### src/rtl/err_inj_if.sv
// Error-injection control bus: command port from the host/parser and the
// err_en/err_ctrl drive toward the router tree, plus status.
// Handshake: a command transfers at a rising clk edge where cmd_valid and
// cmd_ready are both high; the fields must be stable while cmd_valid is high.
interface err_inj_if #(
   parameter int ID_W   = 16,
   parameter int DLY_W  = 16,
   parameter int LEN_W  = 8,
   parameter int RPT_W  = 8,
   parameter int STAT_W = 32
) ();
   logic              cmd_valid;
   logic              cmd_ready;
   logic [ID_W-1:0]   cmd_id;
   logic [DLY_W-1:0]  cmd_delay;
   logic [LEN_W-1:0]  cmd_len;
   logic [RPT_W-1:0]  cmd_repeat;
   logic [DLY_W-1:0]  cmd_gap;
   logic              abort;
   logic              err_en;
   logic [ID_W-1:0]   err_ctrl;
   logic              busy;
   logic              done;
   logic              aborted;
   logic              cmd_err;
   logic [STAT_W-1:0] inj_count;

   modport master (
      input  cmd_valid, cmd_id, cmd_delay, cmd_len, cmd_repeat, cmd_gap, abort,
      output cmd_ready, err_en, err_ctrl, busy, done, aborted, cmd_err, inj_count
   );

   modport slave (
      output cmd_valid, cmd_id, cmd_delay, cmd_len, cmd_repeat, cmd_gap, abort,
      input  cmd_ready, err_en, err_ctrl, busy, done, aborted, cmd_err, inj_count
   );
endinterface

### src/rtl/err_inj_sequencer.sv
// Error-injection sequencer: accepts a command, waits a delay, then drives
// err_en with the target ID on err_ctrl for len cycles, repeated with a gap.
// Optional feature macro ERR_INJ_TRIG_EN: adds a trig input; the delay
// countdown only starts after trig has been sampled high.
module err_inj_sequencer #(
   parameter int ID_W   = 16,
   parameter int DLY_W  = 16,
   parameter int LEN_W  = 8,
   parameter int RPT_W  = 8,
   parameter int STAT_W = 32,
   parameter logic [ID_W-1:0] MAX_ID  = ID_W'(16'hFFFE),
   parameter logic [ID_W-1:0] IDLE_ID = ID_W'(16'hFFFF)
) (
   input  logic       clk,
   input  logic       rst_n,
`ifdef ERR_INJ_TRIG_EN
   input  logic       trig,
`endif
   err_inj_if.master  bus,
   output logic [1:0] dbg_state
);

   typedef enum logic [1:0] {S_IDLE, S_WAIT, S_INJECT, S_GAP} state_t;

   state_t            state_q, state_d;
   logic [DLY_W-1:0]  cnt_q, cnt_d;
   logic [RPT_W-1:0]  rpt_q, rpt_d;
   logic [LEN_W-1:0]  len_q, len_d;
   logic [DLY_W-1:0]  gap_q, gap_d;
   logic [ID_W-1:0]   id_q, id_d;
   logic              armed_q, armed_d;
   logic              done_d, aborted_d, cmd_err_d;
   logic              accept;
   logic [LEN_W-1:0]  len_in;
   logic [RPT_W-1:0]  rpt_in;
   logic [DLY_W-1:0]  burst_cnt;

   // Ready only when idle; a concurrent abort blocks acceptance.
   assign bus.cmd_ready = (state_q == S_IDLE) && !bus.abort;
   assign accept        = bus.cmd_valid && bus.cmd_ready;
   assign len_in        = (bus.cmd_len == '0) ? LEN_W'(1) : bus.cmd_len;
   assign rpt_in        = (bus.cmd_repeat == '0) ? RPT_W'(1) : bus.cmd_repeat;
   // Counter reload for one burst, taken from the latched length.
   assign burst_cnt     = DLY_W'(len_q - LEN_W'(1));
   assign dbg_state     = state_q;

   // Next-state logic: counters run to zero, then the phase advances.
   always_comb begin
      state_d   = state_q;
      cnt_d     = cnt_q;
      rpt_d     = rpt_q;
      len_d     = len_q;
      gap_d     = gap_q;
      id_d      = id_q;
      armed_d   = armed_q;
      done_d    = 1'b0;
      aborted_d = 1'b0;
      cmd_err_d = 1'b0;
      case (state_q)
         S_IDLE: begin
            if (accept) begin
               if (bus.cmd_id > MAX_ID) begin
                  cmd_err_d = 1'b1;
               end else begin
                  id_d    = bus.cmd_id;
                  len_d   = len_in;
                  gap_d   = bus.cmd_gap;
                  rpt_d   = rpt_in - RPT_W'(1);
                  armed_d = 1'b0;
`ifdef ERR_INJ_TRIG_EN
                  state_d = S_WAIT;
                  cnt_d   = bus.cmd_delay;
`else
                  if (bus.cmd_delay == '0) begin
                     state_d = S_INJECT;
                     cnt_d   = DLY_W'(len_in - LEN_W'(1));
                  end else begin
                     state_d = S_WAIT;
                     cnt_d   = bus.cmd_delay - DLY_W'(1);
                  end
`endif
               end
            end
         end
         S_WAIT: begin
`ifdef ERR_INJ_TRIG_EN
            // Before trig, cnt holds the full delay; after, the last count is 1.
            if (!armed_q) begin
               if (trig) begin
                  armed_d = 1'b1;
                  if (cnt_q == '0) begin
                     state_d = S_INJECT;
                     cnt_d   = burst_cnt;
                  end
               end
            end else if (cnt_q <= DLY_W'(1)) begin
               state_d = S_INJECT;
               cnt_d   = burst_cnt;
            end else begin
               cnt_d = cnt_q - DLY_W'(1);
            end
`else
            if (cnt_q == '0) begin
               state_d = S_INJECT;
               cnt_d   = burst_cnt;
            end else begin
               cnt_d = cnt_q - DLY_W'(1);
            end
`endif
         end
         S_INJECT: begin
            if (cnt_q == '0) begin
               if (rpt_q == '0) begin
                  state_d = S_IDLE;
                  done_d  = 1'b1;
               end else begin
                  rpt_d = rpt_q - RPT_W'(1);
                  if (gap_q == '0) begin
                     cnt_d = burst_cnt;
                  end else begin
                     state_d = S_GAP;
                     cnt_d   = gap_q - DLY_W'(1);
                  end
               end
            end else begin
               cnt_d = cnt_q - DLY_W'(1);
            end
         end
         S_GAP: begin
            if (cnt_q == '0) begin
               state_d = S_INJECT;
               cnt_d   = burst_cnt;
            end else begin
               cnt_d = cnt_q - DLY_W'(1);
            end
         end
         default: state_d = S_IDLE;
      endcase
      // Abort wins over any progress in an active command.
      if (bus.abort && (state_q != S_IDLE)) begin
         state_d   = S_IDLE;
         aborted_d = 1'b1;
         done_d    = 1'b0;
      end
   end

   // State, command registers and registered bus outputs.
   always_ff @(posedge clk or negedge rst_n) begin
      if (!rst_n) begin
         state_q      <= S_IDLE;
         cnt_q        <= '0;
         rpt_q        <= '0;
         len_q        <= '0;
         gap_q        <= '0;
         id_q         <= '0;
         armed_q      <= 1'b0;
         bus.err_en   <= 1'b0;
         bus.err_ctrl <= IDLE_ID;
         bus.busy     <= 1'b0;
         bus.done     <= 1'b0;
         bus.aborted  <= 1'b0;
         bus.cmd_err  <= 1'b0;
      end else begin
         state_q      <= state_d;
         cnt_q        <= cnt_d;
         rpt_q        <= rpt_d;
         len_q        <= len_d;
         gap_q        <= gap_d;
         id_q         <= id_d;
         armed_q      <= armed_d;
         bus.err_en   <= (state_d == S_INJECT);
         bus.err_ctrl <= (state_d != S_IDLE) ? id_d : IDLE_ID;
         bus.busy     <= (state_d != S_IDLE);
         bus.done     <= done_d;
         bus.aborted  <= aborted_d;
         bus.cmd_err  <= cmd_err_d;
      end
   end

   // Saturating count of cycles with err_en high.
   always_ff @(posedge clk or negedge rst_n) begin
      if (!rst_n) begin
         bus.inj_count <= '0;
      end else if (bus.err_en && (bus.inj_count != '1)) begin
         bus.inj_count <= bus.inj_count + STAT_W'(1);
      end
   end

endmodule

### src/flat_wrapper.sv
// flat-port wrapper written by rule: the top's interface ports become plain ports
module err_inj_sequencer_flat 
#(
   parameter int ID_W   = 16,
   parameter int DLY_W  = 16,
   parameter int LEN_W  = 8,
   parameter int RPT_W  = 8,
   parameter int STAT_W = 32,
   parameter logic [ID_W-1:0] MAX_ID  = ID_W'(16'hFFFE),
   parameter logic [ID_W-1:0] IDLE_ID = ID_W'(16'hFFFF)
)
  (clk, rst_n, dbg_state, bus_cmd_valid, bus_cmd_id, bus_cmd_delay, bus_cmd_len, bus_cmd_repeat, bus_cmd_gap, bus_abort, bus_cmd_ready, bus_err_en, bus_err_ctrl, bus_busy, bus_done, bus_aborted, bus_cmd_err, bus_inj_count);
  err_inj_if #(.ID_W(ID_W), .DLY_W(DLY_W), .LEN_W(LEN_W), .RPT_W(RPT_W), .STAT_W(STAT_W)) bus_i ();
  input  logic clk;
  input  logic rst_n;
  output logic [1:0] dbg_state;
  input wire logic [$bits(bus_i.cmd_valid)-1:0] bus_cmd_valid;
  input wire logic [$bits(bus_i.cmd_id)-1:0] bus_cmd_id;
  input wire logic [$bits(bus_i.cmd_delay)-1:0] bus_cmd_delay;
  input wire logic [$bits(bus_i.cmd_len)-1:0] bus_cmd_len;
  input wire logic [$bits(bus_i.cmd_repeat)-1:0] bus_cmd_repeat;
  input wire logic [$bits(bus_i.cmd_gap)-1:0] bus_cmd_gap;
  input wire logic [$bits(bus_i.abort)-1:0] bus_abort;
  output wire logic [$bits(bus_i.cmd_ready)-1:0] bus_cmd_ready;
  output wire logic [$bits(bus_i.err_en)-1:0] bus_err_en;
  output wire logic [$bits(bus_i.err_ctrl)-1:0] bus_err_ctrl;
  output wire logic [$bits(bus_i.busy)-1:0] bus_busy;
  output wire logic [$bits(bus_i.done)-1:0] bus_done;
  output wire logic [$bits(bus_i.aborted)-1:0] bus_aborted;
  output wire logic [$bits(bus_i.cmd_err)-1:0] bus_cmd_err;
  output wire logic [$bits(bus_i.inj_count)-1:0] bus_inj_count;
  assign bus_i.cmd_valid = bus_cmd_valid;
  assign bus_i.cmd_id = bus_cmd_id;
  assign bus_i.cmd_delay = bus_cmd_delay;
  assign bus_i.cmd_len = bus_cmd_len;
  assign bus_i.cmd_repeat = bus_cmd_repeat;
  assign bus_i.cmd_gap = bus_cmd_gap;
  assign bus_i.abort = bus_abort;
  assign bus_cmd_ready = bus_i.cmd_ready;
  assign bus_err_en = bus_i.err_en;
  assign bus_err_ctrl = bus_i.err_ctrl;
  assign bus_busy = bus_i.busy;
  assign bus_done = bus_i.done;
  assign bus_aborted = bus_i.aborted;
  assign bus_cmd_err = bus_i.cmd_err;
  assign bus_inj_count = bus_i.inj_count;
  err_inj_sequencer #(.ID_W(ID_W), .DLY_W(DLY_W), .LEN_W(LEN_W), .RPT_W(RPT_W), .STAT_W(STAT_W), .MAX_ID(MAX_ID), .IDLE_ID(IDLE_ID)) u_core (.clk(clk), .rst_n(rst_n), .bus(bus_i), .dbg_state(dbg_state));
endmodule
### config.mk
export PLATFORM = sky130hd
export DESIGN_NAME = err_inj_sequencer_flat
export DESIGN_NICKNAME = d
export VERILOG_FILES = /design/src/rtl/err_inj_if.sv /design/src/rtl/err_inj_sequencer.sv /design/src/flat_wrapper.sv
export SDC_FILE = /design/constraint.sdc
export NUM_CORES = 1
export LEC_CHECK = 0
export CORE_ASPECT_RATIO = 2
export CORE_MARGIN = 5
export CORE_UTILIZATION = 30
export CTS_CLUSTER_DIAMETER = 100
export DETAILED_ROUTE_END_ITERATION = 10
export PLACE_DENSITY = 0.61
export SLEW_MARGIN = 20
export SYNTH_ARGS = -nofsm -noshare
export SYNTH_HDL_FRONTEND = slang
export SYNTH_SLANG_ARGS = --single-unit
### constraint.sdc
create_clock -name clk -period 3.77 [get_ports clk]
set_input_delay 0.754 -clock clk [delete_from_list [all_inputs] [get_ports clk]]
set_output_delay 0.754 -clock clk [all_outputs]
set_load 0.02 [all_outputs]
Word level (Yosys, flattened, before mapping)
Cells that the tools add are included.

Bitwise gates (word level): 1. Multiplexer cells: 36. Reduce and logical (&&, ||, !) cells: 19. $add $sub $neg: 8. Equality and inequality tests: 10. Magnitude comparators: 1.

Operator list (count): 2-to-1 mux 16 bit (11); logical NOT 16 bit (3); 2-to-1 mux 8 bit (6); case mux 16 bit (3 select lines) (1); subtractor 16 x 1 -> 16 bit (second input constant) (3); adder 32 x 1 -> 32 bit (second input constant) (1); inequality test 32 bit (second input constant) (1); logical NOT 8 bit (3); subtractor 8 x 1 -> 9 bit (second input constant) (2); greater-than comparator 16 bit (second input constant) (1); 2-to-1 mux 2 bit (8); case mux 8 bit (2 select lines) (1); subtractor 8 x 1 -> 8 bit (second input constant) (2); 2-to-1 mux 1 bit (8); equality test 2 bit (second input constant) (3); case mux 2 bit (3 select lines) (1); AND reduction 3 bit (2); nonzero test 2 bit (3); AND reduction 5 bit (1); logical AND 1 bit (4); inequality test 2 x 1 -> 1 bit (second input constant) (2); inequality test 2 bit (second input constant) (2); inequality test 3 bit (second input constant) (1); equality test 2 x 1 -> 1 bit (second input constant) (1); other kinds (4) (4).

Bits in registers: 119. Logic and storage cells: 88. Input port bits: 68.

Longest topological paths before layout
Gate-level depths: netlist of the first run.

Depth after elaboration: 8. Depth in mapped cells: 10. Gate-level depth less buffers: 9.

Worst setup path after synthesis of the first run
No wires, ideal clock.

Path type: input port to flip-flop. From: input bus_cmd_delay[0]. To: register u_core.bus.busy. Data arrival time: 2.780 ns. Slack: 0.870 ns. Path buffers: 1. Stages: 8. Path through: inv_1 > ha_1 > or4b_2 > nor4_2 > o22ai_1 > o31a_2 > or2_4 > buf_6.

Cells in the longest elaborated chain, start to end: 7.

RTL lines: from (decl) (RTL line flat_wrapper.sv:19) `input wire logic [$bits(bus_i.cmd_delay)-1:0] bus_cmd_delay;`; logical NOT 16 bit (RTL line err_inj_sequencer.sv:74) `if (bus.cmd_delay == '0) begin`; 2-to-1 mux 2 bit (RTL line err_inj_sequencer.sv:74); 2-to-1 mux 2 bit (RTL line err_inj_sequencer.sv:62) `if (bus.cmd_id > MAX_ID) begin`; 2-to-1 mux 2 bit (RTL line err_inj_sequencer.sv:61) `if (accept) begin`; case mux 2 bit (3 select lines) (RTL line err_inj_sequencer.sv:59) `case (state_q)`; 2-to-1 mux 2 bit (RTL line err_inj_sequencer.sv:140) `if (bus.abort && (state_q != S_IDLE)) begin`; named net u_core.state_d[0] (RTL line err_inj_sequencer.sv:25) `state_t state_q, state_d;`; nonzero test 2 bit (RTL line err_inj_sequencer.sv:173) `bus.busy <= (state_d != S_IDLE);`; to (signal assigned) (RTL line err_inj_sequencer.sv:173); to (decl) (RTL line err_inj_if.sv:30) `output cmd_ready, err_en, err_ctrl, busy, done, aborted, cmd_err, inj_count`.

The timed path passes the listed nets, and every way through them passes these cells. A chain may end at the register's enable or synchronous reset.

Worst setup path after layout of the first run
From: register u_core.cnt_q[2]. To: register u_core.rpt_q[3].

Cells in the longest elaborated chain, start to end: 3.

RTL lines: from (decl) (RTL line err_inj_sequencer.sv:26) `logic [DLY_W-1:0] cnt_q, cnt_d;`; from (signal assigned) (RTL line err_inj_sequencer.sv:165) `cnt_q <= cnt_d;`; logical NOT 16 bit (RTL line err_inj_sequencer.sv:112) `if (cnt_q == '0) begin`; inequality test 2 x 1 -> 1 bit (no line); AND reduction 5 bit (no line); to (signal assigned) (RTL line err_inj_sequencer.sv:166) `rpt_q <= rpt_d;`; to (decl) (RTL line err_inj_sequencer.sv:27) `logic [RPT_W-1:0] rpt_q, rpt_d;`.

Every way passes these cells.

==> qor.json, run 1 <==
{
  "port-buffer-count": 123,
  "synth.lib_cells_used.distinct": 68,
  "power_leakage_nw": 3.83,
  "post_cts.repair.setup_buffers": 0,
  "finalCriticalPeriod_ns": 3.20,
  "first_global_vias": 6579,
  "globalRoute.totalOverflow": 0,
  "net-switching-power_mw": 1.84,
  "power_frac_comb_pct": 30.7,
  "globalRouteTotalUtil_pct": 16.8,
  "cts_buffer_depth": 2,
  "critical_path_arrival_ns": 3.47,
  "placed_area_um2": 8510,
  "worst_hold_path_type": "in -> async",
  "yosys_warnings": 0,
  "detail_route_met2_wl_mm": 11.9,
  "critical_path_cell_count": 5,
  "synth_commonest_cells": "sky130_fd_sc_hd__nand2_1 (154), sky130_fd_sc_hd__dfrtp_1 (103), sky130_fd_sc_hd__nor2_1 (52)",
  "drt-pass1-iter-count": 5,
  "design.die.area_um2": 26300,
  "yosys.area.top_type_share_pct": 37.4,
  "drt_drc_violations_left": 0,
  "crit_path_cell_trace": "or4_1, or4_4, o31a_1, a2111oi_0, a211oi_1",
  "core_um2": 22600,
  "drive_above_1_share_pct": 9.49,
  "clock-sinks": 119,
  "post-route-period-util_pct": 84.8,
  "grt_max_degree": 51,
  "cp-start-kind": "flip-flop",
  "io_pins": 124,
  "syn-num-nets": 861,
  "count_of_fill_cells_added_during_filler_insertion": 2247,
  "synth.yosys.seq_area_share_pct": 43.5,
  "ys_ff_latch": 119,
  "yosys.area.top_type": "sky130_fd_sc_hd__dfrtp_1",
  "cts_max_level": 4,
  "ant_nets": 0,
  "antenna_found_initial": 0,
  "max_clock_freq_mhz": 313,
  "clock_tree.root_cell": "sky130_fd_sc_hd__clkbuf_16",
  "wire_length_after_detailed_routing_mm": 21.9,
  "final_net_count": 992,
  "netlist_top_cells_area": "sky130_fd_sc_hd__dfrtp_1 (37%), sky130_fd_sc_hd__nand2_1 (8.4%), sky130_fd_sc_hd__dfstp_2 (6.1%), sky130_fd_sc_hd__xnor2_1 (5.1%), sky130_fd_sc_hd__nor2_1 (2.8%)",
  "kind_of_cell_adding_the_most_delay_to_the_critical_path": "simple AND/OR/NAND/NOR gates",
  "clk-insertion-delay-late_ns": 0.42,
  "numCtsBuffers": 17,
  "die_y_um": 224,
  "cp_num_buf_inv": 0,
  "finClkSkew_ns": 0.00786,
  "cts-hold-fix-buffers": 0,
  "vias": 6434,
  "critical_path.max_stage_delay_ns": 0.74,
  "rsz0062_at_grt": "no",
  "route.met3.wl_um": 923,
  "post_drt_via_cell_ratio": 5.33,
  "met1_length_mm": 8.23,
  "drv_slew": 0,
  "setup.worst_path.class": "reg -> reg",
  "cts_tree": "done",
  "drt_iter0_drc": 453,
  "syn_inst": 783,
  "antenna_cells_inserted": 0,
  "maxCapViolations": 0,
  "design_area_um2": 9130,
  "crit_required_ns": 4.04,
  "finalHoldViolations": 0,
  "maxUsedRoutingLayer": "met4",
  "largest_driver_fanout_on_the_critical_path": 19,
  "initial_utilization_pct": 30.4,
  "run_status": "finished clean",
  "grt_pass1_wl_mm": 34.7,
  "syn-cell-area_um2": 6890,
  "cp-end-kind": "flip-flop",
  "multiInputGateArea_um2": 3680,
  "switching_portion_of_total_power_pct": 34.8,
  "timing.final.setup_violations": 0,
  "pwr_density_cell_nw_per_um2": 580,
  "share_seq_of_total_power_pct": 37.5,
  "setup-tns-final_ns": 0,
  "internal-power_mw": 3.46,
  "worstMarginPinSlew_ns": 0.827,
  "wire_per_inst_um": 18.1,
  "synth_ff_type": "sky130_fd_sc_hd__dfrtp_1",
  "synth_edf_count": 0,
  "postSynth.asyncResetShare_pct": 100,
  "slew_headroom_pct": 44.1,
  "highest_ir_drop_seen_on_vdd_uv": 317,
  "clock_transition_at_path_regs_ns": 0.06,
  "core.rowCount": 78,
  "power.share.clock_pct": 31.8,
  "ctsResizeCount": 0,
  "most_common_cell_in_the_netlist": "sky130_fd_sc_hd__nand2_1",
  "reg2reg_depth": 5,
  "gp_congestion": 0.903,
  "crit_slowest_cell": "sky130_fd_sc_hd__or4_4",
  "synthesis.area_per_instance_um2": 8.80,
  "seq_area_um2": 3000,
  "hpwl_mm": 16.6,
  "overall_die_width_um": 117,
  "area.growth.synth_to_final_pct": 32.4
}
-- cell type report --
class / instances / area share (%)
multi-input combinational: 611 / 40.4
sequential: 119 / 32.9
timing repair buffer: 145 / 15.4
clock buffer: 24 / 5.39
tap: 280 / 3.84
clock inverter: 8 / 1.32
inverter: 20 / 0.823
-- power groups by stage --
stage	sequential, mW	clock (mW)	combinational, mW
after floorplan	1.98	0	0.971
after global placement	1.99	0	1.60
after detailed placement	1.99	0	1.62
after CTS	1.98	1.73	1.63
after global routing	2.03	1.78	1.79
final	1.98	1.69	1.63
-- metrics by stage --
step | setup slack [ns] | util, % | hold WS, ns | total power, mW | instances
finish | 0.571 | 40.3 | 0.348 | 5.30 | 1207
global route | 0.397 | 40.3 | 0.390 | 5.61 | 1207
CTS | 0.594 | 40.3 | 0.356 | 5.34 | 1207
detailed placement | 0.212 | 37.6 | 0.451 | 3.62 | 1175
global placement | 0.347 | 37.6 | 0.446 | 3.59 | 1175
floorplan | 0.870 | - | 0.433 | 2.95 | 783
-- flip-flops by register name (all words and copies together), names as in the netlist --
register / cells
u_core.bus.inj_count: 32
u_core.bus.err_ctrl: 16
u_core.cnt_q: 16
u_core.gap_q: 16
u_core.id_q: 16
u_core.len_q: 8
u_core.rpt_q: 8
u_core.dbg_state: 2
u_core.bus.aborted: 1
u_core.bus.busy: 1
u_core.bus.cmd_err: 1
u_core.bus.done: 1
u_core.bus.err_en: 1
-- per-layer routing --
metal / up-vias / global-route usage (%)
li1: 3088 / -
met1: 3096 / 18.7
met2: 201 / 30.3
met3: 49 / 2.75
met4: 0 / 7.93
met5: - / 0
-- logic make-up after synthesis --
logic type                 Yosys count  share of synthesized area, %
and+or+nand+nor                    381                          27.6
AOI/OAI and AO/OA                  146                          14.1
DFF                                119                          43.5
xor gates and xnor gates            59                          7.50
buffers and inverters               53                          3.25
muxes                               15                          2.22
adders and majority gates           10                          1.82
-- worst paths after layout --
path	to	slack [ns]	start
max	u_core.rpt_q[3]	0.57	u_core.cnt_q[2]
min	u_core.gap_q[13]	0.35	rst_n
max reg2reg	u_core.rpt_q[3]	0.57	u_core.cnt_q[2]
min reg2reg	u_core.id_q[11]	0.46	u_core.id_q[11]
max in group asynchronous	u_core.bus.err_ctrl[8]	2.58	rst_n
min in group clk	u_core.id_q[11]	0.46	u_core.id_q[11]
-- cell usage in the layout (no fill, tap or decap), types with 17 or more instances in the layout --
master / Yosys / final
sky130_fd_sc_hd__inv_1: 20 / 20
sky130_fd_sc_hd__xor2_1: 19 / 19
sky130_fd_sc_hd__nand2_1: 154 / 154
sky130_fd_sc_hd__clkdlybuf4s50_1: 0 / 122
sky130_fd_sc_hd__clkbuf_16: 0 / 17
sky130_fd_sc_hd__dfrtp_1: 103 / 103
sky130_fd_sc_hd__a21oi_1: 34 / 34
sky130_fd_sc_hd__nand3_1: 22 / 22
sky130_fd_sc_hd__nor2_1: 52 / 52
sky130_fd_sc_hd__o21ai_0: 29 / 29
sky130_fd_sc_hd__nand4_1: 21 / 21
sky130_fd_sc_hd__nor3_1: 27 / 27
sky130_fd_sc_hd__buf_4: 0 / 22
sky130_fd_sc_hd__nand2b_1: 17 / 17
sky130_fd_sc_hd__xnor2_1: 40 / 40
Note: power is estimated with default switching activity, not from simulation.
==> run 2: changes to the inputs <==
--- a/config.mk
+++ b/config.mk
@@ -10,7 +10,7 @@
 export CORE_UTILIZATION = 30
 export CTS_CLUSTER_DIAMETER = 100
 export DETAILED_ROUTE_END_ITERATION = 10
-export PLACE_DENSITY = 0.61
+export PLACE_DENSITY = 0.62
 export SLEW_MARGIN = 20
 export SYNTH_ARGS = -nofsm -noshare
 export SYNTH_HDL_FRONTEND = slang
==> constraint.sdc (replaced) <==
create_clock -name clk -period 2.84 [get_ports clk]
set_input_delay 0.568 -clock clk [delete_from_list [all_inputs] [get_ports clk]]
set_output_delay 0.568 -clock clk [all_outputs]
set_load 0.02 [all_outputs]
==> run 2 against run 1 <==
Effect of this change: the run now ends with setup timing left; clock-buffer cell count unchanged; sequential share of layout area down 2.1 points; non-clock buffer count grew 72; routed wire length grew 6.6%; critical path type unchanged; critical endpoint is now u_core.rpt_q[4]; largest power group unchanged; highest routed layer unchanged.
==> qor.json, run 2 (same netlist as run 1, synthesis figures left out) <==
{
  "finClkSkew": {"value": 0.00881, "unit": "ns", "change": "+0.000951 ns"},
  "design.die.area": {"value": 26300, "unit": "um2", "change": "unchanged"},
  "design_area": {"value": 9750, "unit": "um2", "change": "+6.8%"},
  "placed_cells_incl_taps": {"value": 1247, "change": "+6.1%"},
  "pwr_density_cell": {"value": 756, "unit": "nW/um2", "change": "+30%"},
  "gr-usage-met3": {"value": 2.72, "unit": "%", "change": "-0.027 points"},
  "final_net_count": {"value": 1065, "change": "+7.4%"},
  "worst_hold_path_type": "in -> async",
  "timing.final.setup_violations": {"value": 1, "change": "+1"},
  "worstMarginPinSlew": {"value": 0.608, "unit": "ns", "change": "-0.219 ns"},
  "hpwl": {"value": 18.1, "unit": "mm", "change": "+9.3%"},
  "layout_commonest_cell": "sky130_fd_sc_hd__nand2_1",
  "grtUsageMet2": {"value": 33.2, "unit": "%", "change": "+2.9 points"},
  "timing.rr.end": "u_core.rpt_q[4]",
  "cp-start-kind": "flip-flop",
  "die_y": {"value": 224, "unit": "um", "change": "unchanged"},
  "drt_drc_violations_left": {"value": 0, "change": "unchanged"},
  "placed_area": {"value": 9080, "unit": "um2", "change": "+6.6%"},
  "post-route-period-util": {"value": 100, "unit": "%", "change": "+15 points"},
  "grt_pass1_wl": {"value": 36.7, "unit": "mm", "change": "+5.9%"},
  "numCtsBuffers": {"value": 17, "change": "unchanged"},
  "cts_tree": "done",
  "rsz0062_at_grt": "yes",
  "drt-pass1-iter-count": {"value": 4, "change": "-1"},
  "clock_transition_at_path_regs": {"value": 0.06, "unit": "ns", "change": "about the same"},
  "drt_iter0_drc": {"value": 416, "change": "-8.2%"},
  "globalRouteTotalUtil": {"value": 17.8, "unit": "%", "change": "+0.94 points"},
  "critical_path_arrival": {"value": 3.12, "unit": "ns", "change": "-0.35 ns"},
  "finalHoldViolations": {"value": 0, "change": "unchanged"},
  "setup.reg_to_reg.worst_slack": {"value": -0.00003, "unit": "ns", "change": "-0.57 ns"},
  "core": {"value": 22600, "unit": "um2", "change": "unchanged"},
  "initial_utilization": {"value": 30.4, "unit": "%", "change": "unchanged"},
  "area.growth.synth_to_final_pct": 41.5,
  "cts_buffer_depth": {"value": 2, "change": "unchanged"},
  "finalCriticalPeriod": {"value": 2.84, "unit": "ns", "change": "-0.359 ns"},
  "max_clock_freq": {"value": 352, "unit": "MHz", "change": "+13%"},
  "vias": {"value": 6784, "change": "+5.4%"},
  "start_of_the_worst_register_to_register_path": "u_core.cnt_q[2]",
  "largest_driver_fanout_on_the_critical_path": {"value": 14, "change": "-5"},
  "overall_die_width": {"value": 117, "unit": "um", "change": "unchanged"},
  "max_reg_flops": {"value": 32, "change": "unchanged"},
  "io_pins": {"value": 124, "change": "unchanged"},
  "globalRoute.totalOverflow": {"value": 0, "change": "unchanged"},
  "ant_nets": {"value": 0, "change": "unchanged"},
  "critPathCapture": "u_core.rpt_q[4]",
  "clk-insertion-delay-late": {"value": 0.42, "unit": "ns", "change": "about the same"},
  "maxCapViolations": {"value": 0, "change": "unchanged"},
  "clock_tree.root_cell": "sky130_fd_sc_hd__clkbuf_16",
  "highest_ir_drop_seen_on_vdd": {"value": 525, "unit": "uV", "change": "+66%"},
  "cts_max_level": {"value": 4, "change": "unchanged"},
  "core.rowCount": {"value": 78, "change": "unchanged"},
  "finalNonFillerCells": {"value": 1280, "change": "+6.0%"},
  "gr-usage-met1": {"value": 18.2, "unit": "%", "change": "-0.52 points"},
  "setup.worst_path.class": "reg -> reg",
  "antenna_cells_inserted": {"value": 0, "change": "unchanged"},
  "first_global_vias": {"value": 6969, "change": "+5.9%"},
  "commonest_cells_after_routing_fill_and_taps_aside": "sky130_fd_sc_hd__nand2_1 (154), sky130_fd_sc_hd__clkdlybuf4s50_1 (122), sky130_fd_sc_hd__dfrtp_1 (103), sky130_fd_sc_hd__buf_4 (92), sky130_fd_sc_hd__nor2_1 (52)",
  "cp-end-kind": "flip-flop",
  "slew_headroom": {"value": 59.5, "unit": "%", "change": "+15 points"},
  "pre_cts_ws": {"value": -0.237, "unit": "ns", "change": "-0.449 ns"},
  "critPathLaunch": "u_core.cnt_q[2]",
  "drive_above_1_share": {"value": 16.4, "unit": "%", "change": "+6.9 points"},
  "run_status": "finished with violations",
  "post_drt_via_cell_ratio": {"value": 5.30, "change": "-0.57%"},
  "worst_slack": {"value": -0.0000289, "unit": "ns", "change": "-0.571 ns"},
  "wire_length_after_detailed_routing": {"value": 23.3, "unit": "mm", "change": "+6.6%"},
  "port-buffer-count": {"value": 123, "change": "unchanged"},
  "clock-sinks": {"value": 119, "change": "unchanged"},
  "grt_max_degree": {"value": 46, "change": "-9.8%"},
  "power_leakage": {"value": 4.21, "unit": "nW", "change": "+9.7%"},
  "wire_per_inst": {"value": 18.2, "unit": "um", "change": "+0.49%"},
  "regMostFlops": "u_core.bus.inj_count",
  "crit_required": {"value": 3.12, "unit": "ns", "change": "-0.92 ns"},
  "violated_checks": "setup timing",
  "busiest_layer": "met2",
  "reg2reg_depth": {"value": 6, "change": "+1"},
  "gp_congestion": {"value": 0.958, "change": "+6.1%"},
  "drv_slew": {"value": 0, "change": "unchanged"},
  "antenna_found_initial": {"value": 0, "change": "unchanged"},
  "post_cts.repair.setup_buffers": {"value": 0, "change": "unchanged"}
}
-- run 2: cell types whose count changed in the layout (fill, tap and decap cells not counted), sizes merged --
| cell | before | now |
|---|---|---|
| buf | 23 | 95 |
| bufinv | 3 | 4 |
| clkinvlp | 2 | 1 |
| or2 | 5 | 6 |
-- run 2: what timing repair did --
item,4_1_cts,5_1_grt
hold buffers,0,0
pin swaps,0,3
cloned,0,1
endpoints found under the setup margin,2,21
resized for setup,3,5
-- run 2: final cells by class --
cell class,count,area [um2]
multi-input combinational,612,3720
timing repair buffer,217,1970
clock inverter,8,143
fill,2256,12900
inverter,20,75.1
clock buffer,24,492
tap,280,350
sequential,119,3000
-- run 2: worst max-delay path, cell delays in order (launching register included) --
cell,delay (ns)
sky130_fd_sc_hd__dfrtp_1,0.40
sky130_fd_sc_hd__or4_1,0.65
sky130_fd_sc_hd__or4_4,0.65
sky130_fd_sc_hd__o31a_1,0.30
sky130_fd_sc_hd__buf_4,0.19
sky130_fd_sc_hd__a2111oi_1,0.41
sky130_fd_sc_hd__a311oi_1,0.10
-- run 2: where the power goes --
group,internal (mW),switching (mW),total [mW]
combinational,1.12,1.36,2.48
clock,1.56,0.768,2.32
sequential,2.18,0.391,2.57
total,4.85,2.52,7.37
-- run 2: how the worst min path moves through the flow --
stage	from	to	cells after the start
floorplan	rst_n	u_core.bus.aborted	0
global placement	u_core.id_q[0]	u_core.id_q[0]	2
detailed placement	u_core.id_q[0]	u_core.id_q[0]	2
CTS	rst_n	u_core.gap_q[11]	1
global route	rst_n	u_core.gap_q[11]	1
finish	rst_n	u_core.gap_q[11]	1
-- run 2: per-layer routing --
| metal | part of all wire [%] | up-vias |
|---|---|---|
| met2 | 56 | 203 |
| met3 | 3.9 | 75 |
| met1 | 36 | 3281 |
| met4 | 4.9 | 0 |
| li1 | - | 3225 |
| met5 | 0 | - |
-- run 2: stage by stage --
| step | util (%) | setup TNS, ns | power (mW) | hold WS (ns) |
|---|---|---|---|---|
| floorplan | - | 0 | 3.92 | 0.272 |
| global placement | 40.1 | -4.29 | 5.00 | 0.447 |
| detailed placement | 40.1 | -4.81 | 5.03 | 0.451 |
| CTS | 42.9 | 0 | 7.39 | 0.131 |
| global route | 43.1 | -0.103 | 7.77 | 0.159 |
| finish | 43.1 | -0.0000289 | 7.37 | 0.120 |
